**src/rtl/tinst_dispatch_if.sv**
```systemverilog
// ---------------------------------------------------------------------------
// tinst_dispatch_if
// Bundles every bus-level signal of the TPU coprocessor dispatcher:
//   request   : req_vld_i / req_rdy_o / req_insn_i / req_rs1..3_i   (CPU -> TPU)
//   response  : resp_vld_o / resp_rdy_i / resp_data_o               (TQUERY result)
//   load issue: ld_vld_o / ld_rdy_i / ld_addr_o / ld_stride_o / ld_dataw_o
//   store issue: st_* (same shape as load)
//   matrix issue: mma_vld_o / mma_rdy_i / mma_type_o / mma_addr0_o / mma_addr1_o /
//                 mma_dataw_o / mma_prec_o / mma_acc_o
// Modport slave is the dispatcher view; master is the CPU + execution-unit view.
// ---------------------------------------------------------------------------
interface tinst_dispatch_if #(
  parameter int INST_W = 32,
  parameter int REG_W  = 64,
  parameter int ADDR_W = 64
);
  logic              req_vld_i;
  logic              req_rdy_o;
  logic [INST_W-1:0] req_insn_i;
  logic [REG_W-1:0]  req_rs1_i;
  logic [REG_W-1:0]  req_rs2_i;
  logic [REG_W-1:0]  req_rs3_i;

  logic              resp_vld_o;
  logic              resp_rdy_i;
  logic [REG_W-1:0]  resp_data_o;

  logic              ld_vld_o;
  logic              ld_rdy_i;
  logic [ADDR_W-1:0] ld_addr_o;
  logic [ADDR_W-1:0] ld_stride_o;
  logic [3:0]        ld_dataw_o;

  logic              st_vld_o;
  logic              st_rdy_i;
  logic [ADDR_W-1:0] st_addr_o;
  logic [ADDR_W-1:0] st_stride_o;
  logic [3:0]        st_dataw_o;

  logic              mma_vld_o;
  logic              mma_rdy_i;
  logic [1:0]        mma_type_o;
  logic [ADDR_W-1:0] mma_addr0_o;
  logic [ADDR_W-1:0] mma_addr1_o;
  logic [3:0]        mma_dataw_o;
  logic [1:0]        mma_prec_o;
  logic              mma_acc_o;

  modport slave (
    input  req_vld_i, req_insn_i, req_rs1_i, req_rs2_i, req_rs3_i, resp_rdy_i,
           ld_rdy_i, st_rdy_i, mma_rdy_i,
    output req_rdy_o, resp_vld_o, resp_data_o,
           ld_vld_o, ld_addr_o, ld_stride_o, ld_dataw_o,
           st_vld_o, st_addr_o, st_stride_o, st_dataw_o,
           mma_vld_o, mma_type_o, mma_addr0_o, mma_addr1_o, mma_dataw_o,
           mma_prec_o, mma_acc_o
  );

  modport master (
    output req_vld_i, req_insn_i, req_rs1_i, req_rs2_i, req_rs3_i, resp_rdy_i,
           ld_rdy_i, st_rdy_i, mma_rdy_i,
    input  req_rdy_o, resp_vld_o, resp_data_o,
           ld_vld_o, ld_addr_o, ld_stride_o, ld_dataw_o,
           st_vld_o, st_addr_o, st_stride_o, st_dataw_o,
           mma_vld_o, mma_type_o, mma_addr0_o, mma_addr1_o, mma_dataw_o,
           mma_prec_o, mma_acc_o
  );
endinterface

```
**src/rtl/tinst_dispatch.sv**
```systemverilog
// ---------------------------------------------------------------------------
// tinst_dispatch
// Decodes CPU->TPU coprocessor requests (func3 = insn[14:12]) into three
// independent in-order queues (tile load, tile store, matrix) and answers
// TQUERY with live queue occupancy plus a sticky illegal-instruction flag.
// Ports: clk, rst_n (async, active-low), bus (tinst_dispatch_if.slave).
// ---------------------------------------------------------------------------

// Circular-buffer queue. Pointers carry an extra MSB wrap bit so full and
// empty are distinguishable without a separate counter.
//   i_push/i_wdata : write at tail (caller guarantees !o_full)
//   o_vld/i_rdy    : head issue handshake, o_rdata is the head entry
//   o_full/o_count : occupancy
module tinst_dispatch_q #(
  parameter int DEPTH = 4,
  parameter int W     = 8,
  localparam int AW   = $clog2(DEPTH)
) (
  input  logic          clk,
  input  logic          rst_n,
  input  logic          i_push,
  input  logic [W-1:0]  i_wdata,
  output logic          o_full,
  output logic          o_vld,
  input  logic          i_rdy,
  output logic [W-1:0]  o_rdata,
  output logic [AW:0]   o_count
);
  logic [W-1:0] r_mem [DEPTH];
  logic [AW:0]  r_wptr;
  logic [AW:0]  r_rptr;
  logic         w_pop;

  assign o_full  = (r_wptr[AW-1:0] == r_rptr[AW-1:0]) && (r_wptr[AW] != r_rptr[AW]);
  assign o_vld   = (r_wptr != r_rptr);
  assign o_count = r_wptr - r_rptr;
  assign o_rdata = r_mem[r_rptr[AW-1:0]];
  assign w_pop   = o_vld & i_rdy;

  // NOTE: storage is reset too, so the payload outputs are 0 rather than X
  // after reset; the head entry drives the issue bus directly.
  always_ff @(posedge clk or negedge rst_n) begin
    if (!rst_n) begin
      r_wptr <= '0;
      r_rptr <= '0;
      for (int i = 0; i < DEPTH; i++) r_mem[i] <= '0;
    end else begin
      // NOTE: non-blocking assignments keep every register update in this
      // block reading the pre-edge values, independent of statement order.
      if (i_push) begin
        r_mem[r_wptr[AW-1:0]] <= i_wdata;
        r_wptr                <= r_wptr + (AW+1)'(1);  // wrap bit toggles past DEPTH-1
      end
      if (w_pop) r_rptr <= r_rptr + (AW+1)'(1);
    end
  end
endmodule

module tinst_dispatch #(
  parameter int INST_W     = 32,
  parameter int REG_W      = 64,
  parameter int ADDR_W     = 64,
  parameter int LDQ_DEPTH  = 4,
  parameter int STQ_DEPTH  = 4,
  parameter int MMAQ_DEPTH = 8
) (
  input  logic              clk,
  input  logic              rst_n,
  tinst_dispatch_if.slave   bus
);
  typedef enum logic [2:0] {
    F3_TLOAD      = 3'b000,
    F3_PRELOADC   = 3'b001,
    F3_TMMA       = 3'b010,
    F3_POSTSTOREC = 3'b011,
    F3_PRELOADA   = 3'b100,
    F3_TSTORE     = 3'b101,
    F3_ILLEGAL    = 3'b110,
    F3_TQUERY     = 3'b111
  } func3_e;

  typedef struct packed {
    logic [ADDR_W-1:0] addr;
    logic [ADDR_W-1:0] stride;
    logic [3:0]        dataw;
  } ldst_t;

  typedef struct packed {
    logic [1:0]        typ;
    logic [ADDR_W-1:0] addr0;
    logic [ADDR_W-1:0] addr1;
    logic [3:0]        dataw;
    logic [1:0]        prec;
    logic              acc;
  } mma_t;

  localparam int LD_CW  = $clog2(LDQ_DEPTH) + 1;
  localparam int ST_CW  = $clog2(STQ_DEPTH) + 1;
  localparam int MMA_CW = $clog2(MMAQ_DEPTH) + 1;

  func3_e            w_func3;
  logic              w_is_ld, w_is_st, w_is_mma, w_is_query;
  logic [1:0]        w_mma_type;
  logic              w_ld_full, w_st_full, w_mma_full;
  logic              w_accept;
  ldst_t             w_ldst_wdata, w_ld_rdata, w_st_rdata;
  mma_t              w_mma_wdata, w_mma_rdata;
  logic [LD_CW-1:0]  w_ld_count;
  logic [ST_CW-1:0]  w_st_count;
  logic [MMA_CW-1:0] w_mma_count;
  logic [REG_W-1:0]  w_resp_next;

  logic              r_resp_vld;
  logic [REG_W-1:0]  r_resp_data;
  logic              r_illegal;

  assign w_func3 = func3_e'(bus.req_insn_i[14:12]);

  // NOTE: every always_comb output gets a default before the case so no
  // path leaves it unassigned (which would infer a latch).
  always_comb begin
    w_is_ld       = 1'b0;
    w_is_st       = 1'b0;
    w_is_mma      = 1'b0;
    w_is_query    = 1'b0;
    w_mma_type    = 2'd0;
    bus.req_rdy_o = 1'b1;  // illegal instructions are always swallowed
    unique case (w_func3)
      F3_TLOAD:      begin w_is_ld  = 1'b1; bus.req_rdy_o = !w_ld_full;  end
      F3_TSTORE:     begin w_is_st  = 1'b1; bus.req_rdy_o = !w_st_full;  end
      F3_TMMA:       begin w_is_mma = 1'b1; w_mma_type = 2'd0; bus.req_rdy_o = !w_mma_full; end
      F3_PRELOADC:   begin w_is_mma = 1'b1; w_mma_type = 2'd1; bus.req_rdy_o = !w_mma_full; end
      F3_POSTSTOREC: begin w_is_mma = 1'b1; w_mma_type = 2'd2; bus.req_rdy_o = !w_mma_full; end
      F3_PRELOADA:   begin w_is_mma = 1'b1; w_mma_type = 2'd3; bus.req_rdy_o = !w_mma_full; end
      F3_TQUERY:     begin w_is_query = 1'b1; bus.req_rdy_o = !r_resp_vld; end
      F3_ILLEGAL:    ;
    endcase
  end

  assign w_accept = bus.req_vld_i & bus.req_rdy_o;

  // Load and store entries share one layout.
  assign w_ldst_wdata = '{addr:   bus.req_rs1_i[ADDR_W-1:0],
                          stride: bus.req_rs2_i[ADDR_W-1:0],
                          dataw:  4'b0001 << bus.req_rs3_i[4:3]};
  assign w_mma_wdata  = '{typ:    w_mma_type,
                          addr0:  bus.req_rs1_i[ADDR_W-1:0],
                          addr1:  bus.req_rs2_i[ADDR_W-1:0],
                          dataw:  4'b0001 << bus.req_rs3_i[4:3],
                          prec:   bus.req_rs3_i[2:1],
                          acc:    bus.req_rs3_i[0]};

  tinst_dispatch_q #(.DEPTH(LDQ_DEPTH), .W($bits(ldst_t))) u_ldq (
    .clk(clk), .rst_n(rst_n), .i_push(w_accept & w_is_ld), .i_wdata(w_ldst_wdata),
    .o_full(w_ld_full), .o_vld(bus.ld_vld_o), .i_rdy(bus.ld_rdy_i),
    .o_rdata(w_ld_rdata), .o_count(w_ld_count));

  tinst_dispatch_q #(.DEPTH(STQ_DEPTH), .W($bits(ldst_t))) u_stq (
    .clk(clk), .rst_n(rst_n), .i_push(w_accept & w_is_st), .i_wdata(w_ldst_wdata),
    .o_full(w_st_full), .o_vld(bus.st_vld_o), .i_rdy(bus.st_rdy_i),
    .o_rdata(w_st_rdata), .o_count(w_st_count));

  tinst_dispatch_q #(.DEPTH(MMAQ_DEPTH), .W($bits(mma_t))) u_mmaq (
    .clk(clk), .rst_n(rst_n), .i_push(w_accept & w_is_mma), .i_wdata(w_mma_wdata),
    .o_full(w_mma_full), .o_vld(bus.mma_vld_o), .i_rdy(bus.mma_rdy_i),
    .o_rdata(w_mma_rdata), .o_count(w_mma_count));

  assign bus.ld_addr_o   = w_ld_rdata.addr;
  assign bus.ld_stride_o = w_ld_rdata.stride;
  assign bus.ld_dataw_o  = w_ld_rdata.dataw;
  assign bus.st_addr_o   = w_st_rdata.addr;
  assign bus.st_stride_o = w_st_rdata.stride;
  assign bus.st_dataw_o  = w_st_rdata.dataw;
  assign bus.mma_type_o  = w_mma_rdata.typ;
  assign bus.mma_addr0_o = w_mma_rdata.addr0;
  assign bus.mma_addr1_o = w_mma_rdata.addr1;
  assign bus.mma_dataw_o = w_mma_rdata.dataw;
  assign bus.mma_prec_o  = w_mma_rdata.prec;
  assign bus.mma_acc_o   = w_mma_rdata.acc;

  // Snapshot uses counts as they stand before this cycle's pushes/pops.
  always_comb begin
    w_resp_next        = '0;
    w_resp_next[7:0]   = 8'(w_ld_count);
    w_resp_next[15:8]  = 8'(w_st_count);
    w_resp_next[23:16] = 8'(w_mma_count);
    w_resp_next[24]    = r_illegal;
  end

  // A query is only accepted while no response is pending, so the
  // response register is never overwritten and back-to-back queries are
  // naturally spaced at least two cycles apart.
  always_ff @(posedge clk or negedge rst_n) begin
    if (!rst_n) begin
      r_resp_vld  <= 1'b0;
      r_resp_data <= '0;
      r_illegal   <= 1'b0;
    end else begin
      if (w_accept & w_is_query) begin
        r_resp_vld  <= 1'b1;
        r_resp_data <= w_resp_next;
      end else if (r_resp_vld & bus.resp_rdy_i) begin
        r_resp_vld  <= 1'b0;
      end
      if (w_accept & w_is_query)
        r_illegal <= 1'b0;
      else if (w_accept & (w_func3 == F3_ILLEGAL))
        r_illegal <= 1'b1;
    end
  end

  assign bus.resp_vld_o  = r_resp_vld;
  assign bus.resp_data_o = r_resp_data;
endmodule

```
**src/flat_wrapper.sv**
```systemverilog
// flat-port wrapper written by rule: the top's interface ports become plain ports
module tinst_dispatch_flat 
#(
  parameter int INST_W     = 32,
  parameter int REG_W      = 64,
  parameter int ADDR_W     = 64,
  parameter int LDQ_DEPTH  = 4,
  parameter int STQ_DEPTH  = 4,
  parameter int MMAQ_DEPTH = 8
)
  (clk, rst_n, bus_req_vld_i, bus_req_insn_i, bus_req_rs1_i, bus_req_rs2_i, bus_req_rs3_i, bus_resp_rdy_i, bus_ld_rdy_i, bus_st_rdy_i, bus_mma_rdy_i, bus_req_rdy_o, bus_resp_vld_o, bus_resp_data_o, bus_ld_vld_o, bus_ld_addr_o, bus_ld_stride_o, bus_ld_dataw_o, bus_st_vld_o, bus_st_addr_o, bus_st_stride_o, bus_st_dataw_o, bus_mma_vld_o, bus_mma_type_o, bus_mma_addr0_o, bus_mma_addr1_o, bus_mma_dataw_o, bus_mma_prec_o, bus_mma_acc_o);
  tinst_dispatch_if #(.INST_W(INST_W), .REG_W(REG_W), .ADDR_W(ADDR_W)) bus_i ();
  input  logic clk;
  input  logic rst_n;
  input wire logic [$bits(bus_i.req_vld_i)-1:0] bus_req_vld_i;
  input wire logic [$bits(bus_i.req_insn_i)-1:0] bus_req_insn_i;
  input wire logic [$bits(bus_i.req_rs1_i)-1:0] bus_req_rs1_i;
  input wire logic [$bits(bus_i.req_rs2_i)-1:0] bus_req_rs2_i;
  input wire logic [$bits(bus_i.req_rs3_i)-1:0] bus_req_rs3_i;
  input wire logic [$bits(bus_i.resp_rdy_i)-1:0] bus_resp_rdy_i;
  input wire logic [$bits(bus_i.ld_rdy_i)-1:0] bus_ld_rdy_i;
  input wire logic [$bits(bus_i.st_rdy_i)-1:0] bus_st_rdy_i;
  input wire logic [$bits(bus_i.mma_rdy_i)-1:0] bus_mma_rdy_i;
  output wire logic [$bits(bus_i.req_rdy_o)-1:0] bus_req_rdy_o;
  output wire logic [$bits(bus_i.resp_vld_o)-1:0] bus_resp_vld_o;
  output wire logic [$bits(bus_i.resp_data_o)-1:0] bus_resp_data_o;
  output wire logic [$bits(bus_i.ld_vld_o)-1:0] bus_ld_vld_o;
  output wire logic [$bits(bus_i.ld_addr_o)-1:0] bus_ld_addr_o;
  output wire logic [$bits(bus_i.ld_stride_o)-1:0] bus_ld_stride_o;
  output wire logic [$bits(bus_i.ld_dataw_o)-1:0] bus_ld_dataw_o;
  output wire logic [$bits(bus_i.st_vld_o)-1:0] bus_st_vld_o;
  output wire logic [$bits(bus_i.st_addr_o)-1:0] bus_st_addr_o;
  output wire logic [$bits(bus_i.st_stride_o)-1:0] bus_st_stride_o;
  output wire logic [$bits(bus_i.st_dataw_o)-1:0] bus_st_dataw_o;
  output wire logic [$bits(bus_i.mma_vld_o)-1:0] bus_mma_vld_o;
  output wire logic [$bits(bus_i.mma_type_o)-1:0] bus_mma_type_o;
  output wire logic [$bits(bus_i.mma_addr0_o)-1:0] bus_mma_addr0_o;
  output wire logic [$bits(bus_i.mma_addr1_o)-1:0] bus_mma_addr1_o;
  output wire logic [$bits(bus_i.mma_dataw_o)-1:0] bus_mma_dataw_o;
  output wire logic [$bits(bus_i.mma_prec_o)-1:0] bus_mma_prec_o;
  output wire logic [$bits(bus_i.mma_acc_o)-1:0] bus_mma_acc_o;
  assign bus_i.req_vld_i = bus_req_vld_i;
  assign bus_i.req_insn_i = bus_req_insn_i;
  assign bus_i.req_rs1_i = bus_req_rs1_i;
  assign bus_i.req_rs2_i = bus_req_rs2_i;
  assign bus_i.req_rs3_i = bus_req_rs3_i;
  assign bus_i.resp_rdy_i = bus_resp_rdy_i;
  assign bus_i.ld_rdy_i = bus_ld_rdy_i;
  assign bus_i.st_rdy_i = bus_st_rdy_i;
  assign bus_i.mma_rdy_i = bus_mma_rdy_i;
  assign bus_req_rdy_o = bus_i.req_rdy_o;
  assign bus_resp_vld_o = bus_i.resp_vld_o;
  assign bus_resp_data_o = bus_i.resp_data_o;
  assign bus_ld_vld_o = bus_i.ld_vld_o;
  assign bus_ld_addr_o = bus_i.ld_addr_o;
  assign bus_ld_stride_o = bus_i.ld_stride_o;
  assign bus_ld_dataw_o = bus_i.ld_dataw_o;
  assign bus_st_vld_o = bus_i.st_vld_o;
  assign bus_st_addr_o = bus_i.st_addr_o;
  assign bus_st_stride_o = bus_i.st_stride_o;
  assign bus_st_dataw_o = bus_i.st_dataw_o;
  assign bus_mma_vld_o = bus_i.mma_vld_o;
  assign bus_mma_type_o = bus_i.mma_type_o;
  assign bus_mma_addr0_o = bus_i.mma_addr0_o;
  assign bus_mma_addr1_o = bus_i.mma_addr1_o;
  assign bus_mma_dataw_o = bus_i.mma_dataw_o;
  assign bus_mma_prec_o = bus_i.mma_prec_o;
  assign bus_mma_acc_o = bus_i.mma_acc_o;
  tinst_dispatch #(.INST_W(INST_W), .REG_W(REG_W), .ADDR_W(ADDR_W), .LDQ_DEPTH(LDQ_DEPTH), .STQ_DEPTH(STQ_DEPTH), .MMAQ_DEPTH(MMAQ_DEPTH)) u_core (.clk(clk), .rst_n(rst_n), .bus(bus_i));
endmodule
```
**config.mk**
```make
export PLATFORM = sky130hd
export DESIGN_NAME = tinst_dispatch_flat
export DESIGN_NICKNAME = d
export VERILOG_FILES = /design/src/rtl/tinst_dispatch_if.sv /design/src/rtl/tinst_dispatch.sv /design/src/flat_wrapper.sv
export SDC_FILE = /design/constraint.sdc
export NUM_CORES = 2
export LEC_CHECK = 0
export CELL_PAD_IN_SITES_DETAIL_PLACEMENT = 0
export CELL_PAD_IN_SITES_GLOBAL_PLACEMENT = 1
export CORE_MARGIN = 4
export CORE_UTILIZATION = 45
export DETAILED_ROUTE_END_ITERATION = 8
export DONT_BUFFER_PORTS = 1
export PLACE_DENSITY = 0.71
export SYNTH_ARGS = -nofsm -noshare
export SYNTH_HDL_FRONTEND = slang
export SYNTH_SLANG_ARGS = --single-unit
```
**constraint.sdc**
```tcl
create_clock -name clk -period 4.8 [get_ports clk]
set_clock_uncertainty 0.15 [all_clocks]
set_input_delay 1.44 -clock clk [delete_from_list [all_inputs] [get_ports clk]]
set_output_delay 1.44 -clock clk [all_outputs]
set_load 0.03 [all_outputs]
```
Word level (Yosys, flattened, before mapping)
Cells that the tools add are included.
Widths: inputs -> output; s select.
{"block": "word_totals", "inputBits": 231, "ff_bits": 2185, "wordCells": 118, "out_inout_bits": 470}
{"block": "classes", "n_mux": 28, "n_eq_ne": 16, "n_lt_le_gt_ge": 9, "bitwise_logic": 16, "n_reduce_logical": 14, "addsub": 9, "n_shift": 1}
{"op": "$bwmux 1096", "count": 1}
{"op": "$bwmux 528", "count": 2}
{"op": "$mux 132", "count": 6}
{"op": "$bmux 132 s2", "count": 2}
{"op": "$demux 132 s2", "count": 2}
{"op": "$bmux 137 s3", "count": 1}
{"op": "$demux 137 s3", "count": 1}
{"op": "$mux 137", "count": 3}
{"op": "$add 3x1->3 const B", "count": 4}
{"op": "$eq 3x3->1 const B", "count": 4}
{"op": "$ge 3x3->1 const B", "count": 4}
{"op": "$not 2->3", "count": 4}
{"op": "$and 1x1->1", "count": 10}
{"op": "$add 4x1->4 const B", "count": 2}
{"op": "$ge 4x4->1 const B", "count": 2}
{"op": "$mux 1", "count": 8}
{"op": "$not 3->4", "count": 2}
{"op": "$eq 3x2->1 const B", "count": 2}
{"op": "$logic_and 1x1->1", "count": 6}
{"op": "$lt 3x1->1 const B", "count": 2}
{"op": "$ne 3x3->1", "count": 2}
{"op": "$pmux 2 s3", "count": 1}
{"op": "$sub 3x3->3", "count": 2}
{"op": "$eq 2x2->1", "count": 2}
{"op": "12 further kinds", "count": 18}

Longest topological paths before layout
{"block": "depth", "ltp_word": 8, "depth_mapped": 12, "depth_no_buf": 6}

By module
A second synthesis with hierarchy kept.
{"block": "unflattened", "hier_cells": 5884, "hier_area_um2": 97096.9}
{"module": "tinst_dispatch_q at u_core.u_mmaq", "area_per_inst_um2": 49770.2, "instances": 1, "cells_each": 3146, "seq_area_each_um2": 27626.5}
{"module": "tinst_dispatch_q at u_core.u_ldq", "area_per_inst_um2": 23127.2, "instances": 1, "cells_each": 1316, "seq_area_each_um2": 13362.8}
{"module": "tinst_dispatch_q at u_core.u_stq", "area_per_inst_um2": 23124.7, "instances": 1, "cells_each": 1314, "seq_area_each_um2": 13362.8}
{"module": "tinst_dispatch", "area_per_inst_um2": 1074.8, "instances": 1, "cells_each": 108, "seq_area_each_um2": 325.3}

Worst setup path after synthesis
Ideal clock, no wire load.
{"block": "synth_path", "path_kind": "input to output", "start": "input port bus_req_insn_i[14]", "end": "output port bus_req_rdy_o", "slack_ps": 596, "stages": 6, "t_arrival_ps": 2614, "path_buffers": 2, "t_required_ps": 3210, "cell_sequence": "buf_2 and2_1 clkbuf_1 o21a_1 nor4_1 a21oi_1"}
{"block": "synth_via", "elab_chain_len": 3, "word_cells_on_any_way": 9, "cone_classes": "6 x eq/ne; 1 x mux; 2 x reduce/logical"}
{"element": "start, declared", "line_no": "flat_wrapper.sv:16", "source": "input wire logic [$bits(bus_i.req_insn_i)-1:0] bus_req_insn_i;"}
{"element": "$eq 3x2->1 (tied with other cells)", "line_no": "tinst_dispatch.sv:128", "source": "unique case (w_func3)"}
{"element": "$reduce_or 4->1 (no source line)"}
{"element": "$pmux 1 s4 (*)", "line_no": "tinst_dispatch.sv:128"}
{"element": "end, declared", "line_no": "flat_wrapper.sv:24", "source": "output wire logic [$bits(bus_i.req_rdy_o)-1:0] bus_req_rdy_o;"}
Every way passes the cells marked *; elsewhere a longest branch is shown, timed or not.

Worst setup path in the final report
{"block": "layout_path", "start": "register u_core.u_mmaq.r_wptr[0]", "end": "output port bus_req_rdy_o"}
{"block": "layout_via", "elab_chain_len": 4}
{"element": "start, declared", "line_no": "tinst_dispatch.sv:30", "source": "logic [AW:0] r_wptr;"}
{"element": "start signal, assigned", "line_no": "tinst_dispatch.sv:52", "source": "r_wptr <= r_wptr + (AW+1)'(1);"}
{"element": "$eq 3x3->1", "line_no": "tinst_dispatch.sv:34", "source": "assign o_full = (r_wptr[AW-1:0] == r_rptr[AW-1:0]) && (r_wptr[AW] != r_rptr[AW]);"}
{"element": "$logic_and 1x1->1", "line_no": "tinst_dispatch.sv:34"}
{"element": "$logic_not 1->1"}
{"element": "$pmux 1 s4", "line_no": "tinst_dispatch.sv:128"}
No other way between the ends.

==> metrics <==
GRT Total Usage=21.3%; Max Slew Vio Count=0; Rel. slew slack=roughly 27%; layout cells sized above 1=between 50% and 60%; outcome=complete, no violations; drt pass-1 iters=5; Yosys cell types=between 40 and 50; worst hold slack=326 ps; clock latency on the worst-skew pair=870 ps; CTS tree=yes; highest clock rate=between 0.2 and 0.25 GHz; Synth area leaders=dfrtp_1, mux2_2, mux4_2; die height=~480 µm; Starting Density=45.3%; CP endpoint kind=primary output; Syn Area/Cell=16.3 µm²; r2r endpoint=u_core.u_mmaq.r_mem[865]; Post-Route WL=approximately 240000 µm; GRT overflow=0; R2R Setup Slk=790 ps; Layout area overhead=10.7%; Worst-path clk slew=60 ps; Die ar.=226000 µm²; Fin. Hold Viols=0; total clock sinks=around 2200; ANT nets after route=0; critical path peak fanout=8; largest family of logic cells by synthesized area=multiplexers; Layout fillers=18100; hold buffers post-CTS=0; Routed wire per std cell=26.9 µm; CTS Buf Count=227; count of non-filler cells in the finished layout=8952; unrepaired setup endpoints after global routing=false; crit path launch type=flop; worst-margin pin slew=approximately 1100 ps; adder-cell area share of the yosys netlist=0.303%; vias in the first global route=55400; Leakage=50.1 nW; Vias/cell=5.69; Synth area leader=dfrtp_1; Yosys reg bits=2185; Via Count=just over 50000; Yosys Warn Count=0; placed cells=8525; Max clock buf depth=3; compound-cell area share of the yosys netlist=0.374%; total negative slack=0 ps; post-synthesis xor/xnor area fraction=0.203%; first-pass GRT wire length=around 360000 µm; antenna violations before repair=2; post-synth top area share=55.6%; CP Data Required Time=3210 ps; Remaining DRCs=0; reg2reg start=u_core.u_mmaq.r_wptr[0]; Post-Synth Simple-Gate Area=2.00%; Nets=6163; CTS root buf=clkbuf_16; minimum clock period=4620 ps; r2r worst-path depth=7; pin count of the biggest net entering global routing=165; Setup Viol. Count Final=0; H-Tree Depth=4; Max-cap violations=0; critical path class=flop to primary output; fin crit share=just under 100%; cell row count=~170; Max VDD drop=~570 µV; number of DRC markers in iteration 0=2546; Die Wd=476 µm; Post-Synthesis Cells=6053; PD cells=771 nW/µm²; Hold/Removal Path Class=primary input to async pin; share of the yosys chip area belonging to registers=55.6%; post-DP HPWL=around 140000 µm; multiplexer area fraction after synthesis=38.2%; Synth Cell Area=between 90000 and 100000 µm²; CP Data Arrival Time=3030 ps; I/O Buffers=0; routability cong.=0.729; core area=between 200000 and 250000 µm²; # IOs=701
through the flow:
stage / worst slack [ps] / total power [mW] / util (%) / area, µm²
after floorplan: 596 / 57.8 / - / 98600
after detailed placement: 609 / 66.6 / 46.5 / 101000
final: 177 / 84.0 / 50.1 / 109000
after global placement: 652 / 65.5 / 46.5 / 101000
after global routing: 13.5 / 88.4 / 50.1 / 109000
after CTS: 19.6 / 85.0 / 50.1 / 109000
state kept, by name (all words and copies together), names as in the netlist:
signal,flops
u_core.u_mmaq.r_wptr,4
u_core.u_ldq.r_mem,528
u_core.u_ldq.r_rptr,3
u_core.u_mmaq.r_rptr,4
u_core.u_stq.r_rptr,3
u_core.u_stq.r_wptr,3
u_core.u_mmaq.r_mem,1096
u_core.bus.resp_data_o,11
u_core.bus.resp_vld_o,1
u_core.u_stq.r_mem,528
u_core.r_illegal,1
u_core.u_ldq.r_wptr,3
worst max-delay path: stages, from the launching register on:
cell and delay, ps:
dfrtp_1 540, inv_1 140, ha_1 360, nand3_2 270, o21ba_2 300, nor4_1 280
a21oi_1 100, buf_4 180
layer usage:
metal  vias up  track usage (%)  share of wire, %
li1      21700                -                 -
met1     28100             28.4                43
met2       901             34.7                48
met3       307             5.53               6.2
met4         0             6.04               2.7
met5         -                0                 0
final cells by class:
type                    instances  area [µm²]  share of cell area [%]
well taps                    2854        3570                    3.28
inverters                      12        50.0                  0.0460
flip-flops and latches       2185       54700                    50.2
multi-input cells            3325       40700                    37.4
diodes                          6        15.0                  0.0138
clock buffers                 349        6720                    6.17
clock inverters                62         980                   0.900
repair buffers                159        2130                    1.96
report_power, final:
part | internal [mW] | total, mW | switching, mW
clock network | 10.6 | 18.0 | 7.44
logic | 15.9 | 34.4 | 18.5
registers | 27.1 | 31.6 | 4.51
total | 53.5 | 84.0 | 30.5
Yosys cell counts:
cell	number
mux4_2	538
inv_1	12
nand4_1	2
a21oi_1	2
nor2b_1	3
buf_1	31
dfrtp_1	2185
xnor2_2	1
buf_12	30
o2111ai_1	8
nor3_1	2
or4_4	3
o21ai_0	46
ha_1	19
nand2_1	466
fa_1	3
nor4_1	2
mux2_2	1737
clkbuf_1	277
o21ai_1	2
and3_1	1
nor4b_2	1
buf_8	3
buf_4	53
mux2_4	390
nand3_1	8
o21ba_2	1
conb_1	1
o2111ai_2	1
xnor2_1	16
nor2_1	5
buf_2	165
or3_1	1
nand2b_1	2
and2_1	2
clkbuf_2	1
xor2_1	5
or2_2	1
o31ai_1	1
buf_6	23
or4b_1	1
o21a_1	2
placed cells by master (no fill, tap or decap), types with 19 or more instances in the layout:
| master | Yosys | final |
|---|---|---|
| dfrtp_1 | 2185 | 2178 |
| mux2_2 | 1737 | 1737 |
| mux4_2 | 538 | 538 |
| nand2_1 | 466 | 466 |
| mux2_4 | 390 | 390 |
| clkbuf_16 | 0 | 227 |
| buf_4 | 53 | 85 |
| buf_12 | 30 | 72 |
| clkbuf_1 | 277 | 64 |
| clkbuf_8 | 0 | 58 |
| conb_1 | 1 | 53 |
| o21ai_0 | 46 | 46 |
| clkinv_2 | 0 | 24 |
| ha_1 | 19 | 19 |
how the worst max path moves through the flow:
stage | from | endpoint | cells after the start
floorplan | bus_req_insn_i[14] | bus_req_rdy_o | 6
global placement | u_core.u_mmaq.r_rptr[0] | u_core.u_mmaq.r_mem[863] | 6
detailed placement | u_core.u_mmaq.r_wptr[0] | u_core.u_mmaq.r_mem[464] | 7
CTS | u_core.u_stq.r_rptr[0] | bus_req_rdy_o | 6
global route | u_core.u_ldq.r_rptr[0] | bus_req_rdy_o | 6
finish | u_core.u_mmaq.r_wptr[0] | bus_req_rdy_o | 7
timing repair:
item	4_1_cts	5_1_grt
buffers inserted	4	6
hold endpoints to repair	0	0
pin swaps	0	0
setup endpoints to repair	46	1
gates resized for setup	2	0
kinds of logic after synthesis:
group / count (synthesis)
AND/OR/NAND/NOR: 500
multiplexers: 2665
AO/OA/AOI/OAI: 63
buffers and inverters: 595
XOR/XNOR: 22
adder cells (fa/ha/maj): 22
flip-flops: 2185
other: 1
(Power assumes the default switching activity.)
